<file path="src/rtl/fetch_sequencer.sv">
// fetch_sequencer: owns the program counter and sequences instruction fetch.
// One request at a time goes to instruction memory over a req/ack handshake.
// Each fetched word goes to decode over a valid/ready handshake.
// Redirects and traps squash wrong-path fetches; a trap wins over a redirect.
// Optional macro FETCH_PERF_CNT_EN adds the stall and flush performance counters.
// Without it, both counter ports are tied to zero.
module fetch_sequencer #(
    parameter int unsigned           XLEN         = 32,
    parameter logic [XLEN-1:0]       RESET_VECTOR = '0,
    parameter logic [XLEN-1:0]       PC_STEP      = XLEN'(1)
) (
    input  logic            clk,
    input  logic            reset_n,
    input  logic            stall_i,
    input  logic            redirect_valid,
    input  logic [XLEN-1:0] redirect_target,
    input  logic            trap_valid,
    input  logic [XLEN-1:0] trap_vector,
    output logic            imem_req,
    output logic [XLEN-1:0] imem_addr,
    input  logic            imem_ack,
    input  logic [XLEN-1:0] imem_rdata,
    output logic            fetch_valid,
    output logic [XLEN-1:0] fetch_pc,
    output logic [XLEN-1:0] fetch_instr,
    input  logic            fetch_ready,
    output logic [31:0]     perf_stall_cnt,
    output logic [31:0]     perf_flush_cnt
);

    typedef enum logic [1:0] {
        IDLE  = 2'd0,
        REQ   = 2'd1,
        HOLD  = 2'd2,
        FLUSH = 2'd3
    } state_t;

    state_t          state_q, state_d;
    logic [XLEN-1:0] pc_q, pc_d;
    logic [XLEN-1:0] addr_q;
    logic            fv_q, fv_d;
    logic [XLEN-1:0] fpc_q, fpc_d;
    logic [XLEN-1:0] finstr_q, finstr_d;

    logic            redir;
    logic [XLEN-1:0] redir_pc;

    assign redir    = trap_valid | redirect_valid;
    assign redir_pc = trap_valid ? trap_vector : redirect_target;

    // The request line is driven straight from the state, so stall_i cannot drop it.
    // FLUSH keeps presenting the address captured while in REQ, because pc has moved on.
    assign imem_req    = (state_q == REQ) || (state_q == FLUSH);
    assign imem_addr   = (state_q == FLUSH) ? addr_q : pc_q;
    assign fetch_valid = fv_q;
    assign fetch_pc    = fpc_q;
    assign fetch_instr = finstr_q;

    // Next-state, pc and decode-side register update.
    always_comb begin
        state_d  = state_q;
        pc_d     = pc_q;
        fv_d     = fv_q;
        fpc_d    = fpc_q;
        finstr_d = finstr_q;
        unique case (state_q)
            IDLE: begin
                if (redir) begin
                    pc_d = redir_pc;
                    fv_d = 1'b0;
                end
                if (!stall_i) state_d = REQ;
            end
            REQ: begin
                if (redir) begin
                    // The memory transaction must still complete.
                    // Any data returning with it belongs to the wrong path.
                    pc_d    = redir_pc;
                    fv_d    = 1'b0;
                    state_d = imem_ack ? REQ : FLUSH;
                end else if (imem_ack) begin
                    finstr_d = imem_rdata;
                    fpc_d    = pc_q;
                    fv_d     = 1'b1;
                    pc_d     = pc_q + PC_STEP;
                    state_d  = HOLD;
                end
            end
            HOLD: begin
                if (redir) begin
                    // The held instruction is dropped even if decode takes it this cycle.
                    pc_d    = redir_pc;
                    fv_d    = 1'b0;
                    state_d = stall_i ? IDLE : REQ;
                end else if (fetch_ready) begin
                    // Stay in HOLD until decode takes the word, so no instruction is lost.
                    fv_d    = 1'b0;
                    state_d = stall_i ? IDLE : REQ;
                end
            end
            FLUSH: begin
                if (redir) begin
                    pc_d = redir_pc;
                    fv_d = 1'b0;
                end
                if (imem_ack) state_d = REQ;
            end
            default: state_d = IDLE;
        endcase
    end

    // State and datapath registers, synchronous active-low reset.
    always_ff @(posedge clk) begin
        if (!reset_n) begin
            state_q  <= IDLE;
            pc_q     <= RESET_VECTOR;
            addr_q   <= RESET_VECTOR;
            fv_q     <= 1'b0;
            fpc_q    <= '0;
            finstr_q <= '0;
        end else begin
            state_q  <= state_d;
            pc_q     <= pc_d;
            fv_q     <= fv_d;
            fpc_q    <= fpc_d;
            finstr_q <= finstr_d;
            if (state_q == REQ) addr_q <= pc_q;
        end
    end

`ifdef FETCH_PERF_CNT_EN
    logic [31:0] stall_cnt_q;
    logic [31:0] flush_cnt_q;
    logic        flush_evt;

    // An ack is discarded when it completes a FLUSH, or when it coincides with a redirect in REQ.
    assign flush_evt = imem_ack && ((state_q == FLUSH) || ((state_q == REQ) && redir));

    // Free-running, wrapping event counters.
    always_ff @(posedge clk) begin
        if (!reset_n) begin
            stall_cnt_q <= '0;
            flush_cnt_q <= '0;
        end else begin
            if (stall_i)   stall_cnt_q <= stall_cnt_q + 32'd1;
            if (flush_evt) flush_cnt_q <= flush_cnt_q + 32'd1;
        end
    end

    assign perf_stall_cnt = stall_cnt_q;
    assign perf_flush_cnt = flush_cnt_q;
`else
    assign perf_stall_cnt = '0;
    assign perf_flush_cnt = '0;
`endif

endmodule

</file>
<file path="config.mk">
export PLATFORM = sky130hd
export DESIGN_NAME = fetch_sequencer
export DESIGN_NICKNAME = d
export VERILOG_FILES = /design/src/rtl/fetch_sequencer.sv
export SDC_FILE = /design/constraint.sdc
export NUM_CORES = 1
export LEC_CHECK = 0
export CELL_PAD_IN_SITES_DETAIL_PLACEMENT = 0
export CELL_PAD_IN_SITES_GLOBAL_PLACEMENT = 1
export CORE_MARGIN = 2
export CORE_UTILIZATION = 45
export CTS_CLUSTER_DIAMETER = 120
export DETAILED_ROUTE_END_ITERATION = 8
export DONT_BUFFER_PORTS = 1
export MAX_ROUTING_LAYER = met4
export PLACE_DENSITY = 0.82
export SYNTH_ARGS = -nofsm -noshare
export SYNTH_HDL_FRONTEND = slang
export SYNTH_SLANG_ARGS = --single-unit
</file>
<file path="constraint.sdc">
create_clock -name clk -period 2.1 [get_ports clk]
set_input_delay 0.42 -clock clk [delete_from_list [all_inputs] [get_ports clk]]
set_output_delay 0.42 -clock clk [all_outputs]
set_load 0.02 [all_outputs]
</file>
==> impl_metrics.tcl <==
set metrics [dict create \
    p_clk_share_pct 43.9 \
    required_ps 1680 \
    wl_per_cell_um 18.60 \
    drtAntennaViolNets 0 \
    multiInputGateArea_sq_um 3676 \
    die_area_sq_um 16180 \
    crit_fanout 13 \
    synth_area_leader_cell "dfxtp_1" \
    timing.final.crit_period_ps 2040 \
    yosysWarningCount 0 \
    max-slew-margin-rel_pct 54.89 \
    setup_violations 0 \
    avgViaCountPerCell 5.590 \
    nets 961 \
    criticalPathCategory "reg2out" \
    start_util_pct 45.43 \
    internal-power_mw 4.832 \
    regArea_sq_um 2629 \
    cts_hold_buf 0 \
    place_inst 1020 \
    die_y_um 127.2 \
    drc 0 \
    h-tree-depth 4 \
    power.density_nw_per_um2 894.1 \
    synthArstFlopShare_pct 0 \
    path_clk_slew_ps 60 \
    power.leakage_nw 2.955 \
    switching_share_pct 29.22 \
    yosysMostFrequentCell "nand2_1" \
    regToRegStartpoint "state_q[0]" \
    synth_seq_area_share_pct 38.40 \
    min_from "redirect_valid" \
    synth_common_cells "170 x nand2_1, 131 x dfxtp_1, 83 x a21oi_1, 67 x buf_4, 62 x nor2_1" \
    chipWidth_um 127.2 \
    power_mw 6.826 \
    clock_sinks 131 \
    critPathArrivalTime_ps 1620 \
    critical_path.startpoint "state_q[0]" \
    final_max_slew_viol_count 0 \
    status "finished, final reports clean" \
    drive_gt1_share_pct 16.86 \
    root_buffer "clkbuf_16" \
    syn-instance-count 847 \
    final.setup_skew_ps 8.783 \
    startpoint_type "flip-flop" \
    antenna_found_initial 2 \
    drv_cap 0 \
    clkLatencyLatePin_ps 420 \
    hp-class "in2reg" \
    wl_um 19640 \
    track_usage_pct 24.28 \
    grt_overflow_total 0 \
    portBuffers 0 \
    synth.avg_cell_area_sq_um 8.063 \
    grt_pass1_wl_um 29610 \
    via_count 5903 \
    core_region_area_sq_um 15030 \
    nFillCells 1475 \
    fin_crit_sh_pct 97.14 \
    synth_top_area_share_pct 38.40 \
    ys_ff_latch 131 \
    synth_cell_types 64 \
    cts_made_buffers 17 \
    pwr-share-seq_pct 40.6 \
    cp-end-kind "output pin" \
    rsz0062_at_grt "false" \
    power_switching_mw 1.995 \
    dp_hpwl_um 13810 \
    max_freq_ghz 0.4902 \
    syn-cell-area_sq_um 6829 \
    ioPinCount 265 \
    drt_iter0_drc 493 \
    synth_ff_type "dfxtp_1" \
    grt_pass1_vias 5269 \
    cts_buffer_depth 2 \
    grt_max_degree 65 \
    first_pass_iters 5 \
    setup_tns_ps 0 \
    synth_edf_count 0 \
    final-hold-violation-count 0 \
    yosys-top-cells-area "dfxtp_1 38%, nand2_1 9.3%, buf_4 7.4%" \
    holdWs_ps 100.6 \
    cts_tree "built" \
    ir_drop_uv 534.6 \
    worstMarginPinSlew_ps 676.7 \
    row_count 45 \
    combPwrFrac_pct 15.5 \
    instances_no_fill 1056 \
    area_growth_pct 11.80 \
    place_congestion 0.9154 \
]
==> sequential cells by signal, indices dropped and copies added (netlist names) <==
register	flops
addr_q	32
fetch_instr	32
fetch_pc	32
pc_q	32
state_q	2
fetch_valid	1
==> worst max-delay path: stages, from the launching register on <==
cell     delay (ps)
dfxtp_1         400
ha_4            190
buf_6           180
mux2_2          420
==> metrics by stage <==
stage,cell area (sq um),setup slack (ps),utilization [%]
2_1_floorplan,7066,87.43,-
3_3_place_gp,6973,206.0,46.38
3_5_place_dp,6973,153.0,46.38
4_1_cts,7576,-39.44,50.40
5_1_grt,7635,0.2108,50.79
6_report,7635,60.15,50.79
==> final cells by class <==
class / instances / share of cell area, %
timing repair buffer: 55 / 5.883
sequential: 131 / 34.43
tap: 188 / 3.081
clock buffer: 19 / 5.932
multi-input combinational: 638 / 48.15
inverter: 10 / 0.5244
clock inverter: 13 / 1.934
antenna: 2 / 0.06555
==> power by group through the flow <==
stage | sequential, mW | clock [mW] | combinational [mW]
3_3_place_gp | 2.82 | 0 | 1.04
3_5_place_dp | 2.82 | 0 | 1.05
4_1_cts | 2.77 | 3.04 | 1.05
5_1_grt | 2.79 | 3.16 | 1.15
2_1_floorplan | 2.79 | 0 | 0.908
6_report | 2.77 | 2.99 | 1.06
==> logic make-up after synthesis <==
logic type	count (synthesis)	synth area share, %
AND/OR/NAND/NOR	328	22.28
AO/OA/AOI/OAI	159	14.05
buffers and inverters	141	11.80
flip-flops	131	38.40
multiplexers	75	11.60
XOR/XNOR	7	0.8978
adder cells (fa/ha/maj)	5	0.9161
other	1	0.05491
==> per-layer routing <==
| metal | track usage (%) | vias up | part of all wire, % |
|---|---|---|---|
| met5 | - | - | 0 |
| li1 | - | 2814 | - |
| met2 | 36.56 | 297 | 46 |
| met4 | 9.438 | 0 | 2.3 |
| met1 | 30.36 | 2760 | 42 |
| met3 | 7.915 | 32 | 10 |
==> final timing paths <==
path | slack (ps) | endpoint | cells past startpoint
max | 60 | imem_addr[10] | 3
min | 100 | pc_q[23] | 1
max reg2reg | 150 | pc_q[27] | 6
min reg2reg | 490 | addr_q[18] | 2
==> layout by cell type, fill, tap and decap left out, types with 8 or more instances in the layout <==
cell type | synthesis | routed
nor2_1 | 62 | 61
a31oi_1 | 9 | 9
nand2_1 | 170 | 169
mux2_2 | 33 | 33
conb_1 | 1 | 64
nand4_1 | 18 | 18
nand3_1 | 18 | 17
or3_1 | 8 | 8
clkbuf_16 | 0 | 17
inv_1 | 10 | 9
a21oi_1 | 83 | 83
buf_4 | 67 | 50
nor3_1 | 13 | 13
dfxtp_1 | 131 | 126
o21ai_0 | 20 | 20
mux2i_1 | 42 | 42
==> timing repair <==
| item | in CTS | in global routing |
|---|---|---|
| pin swaps | 0 | 1 |
| setup endpoints to repair | 26 | 39 |
| gates resized for setup | 1 | 11 |
| buffers inserted | 0 | 2 |
Note: power is estimated with default switching activity, not from simulation.
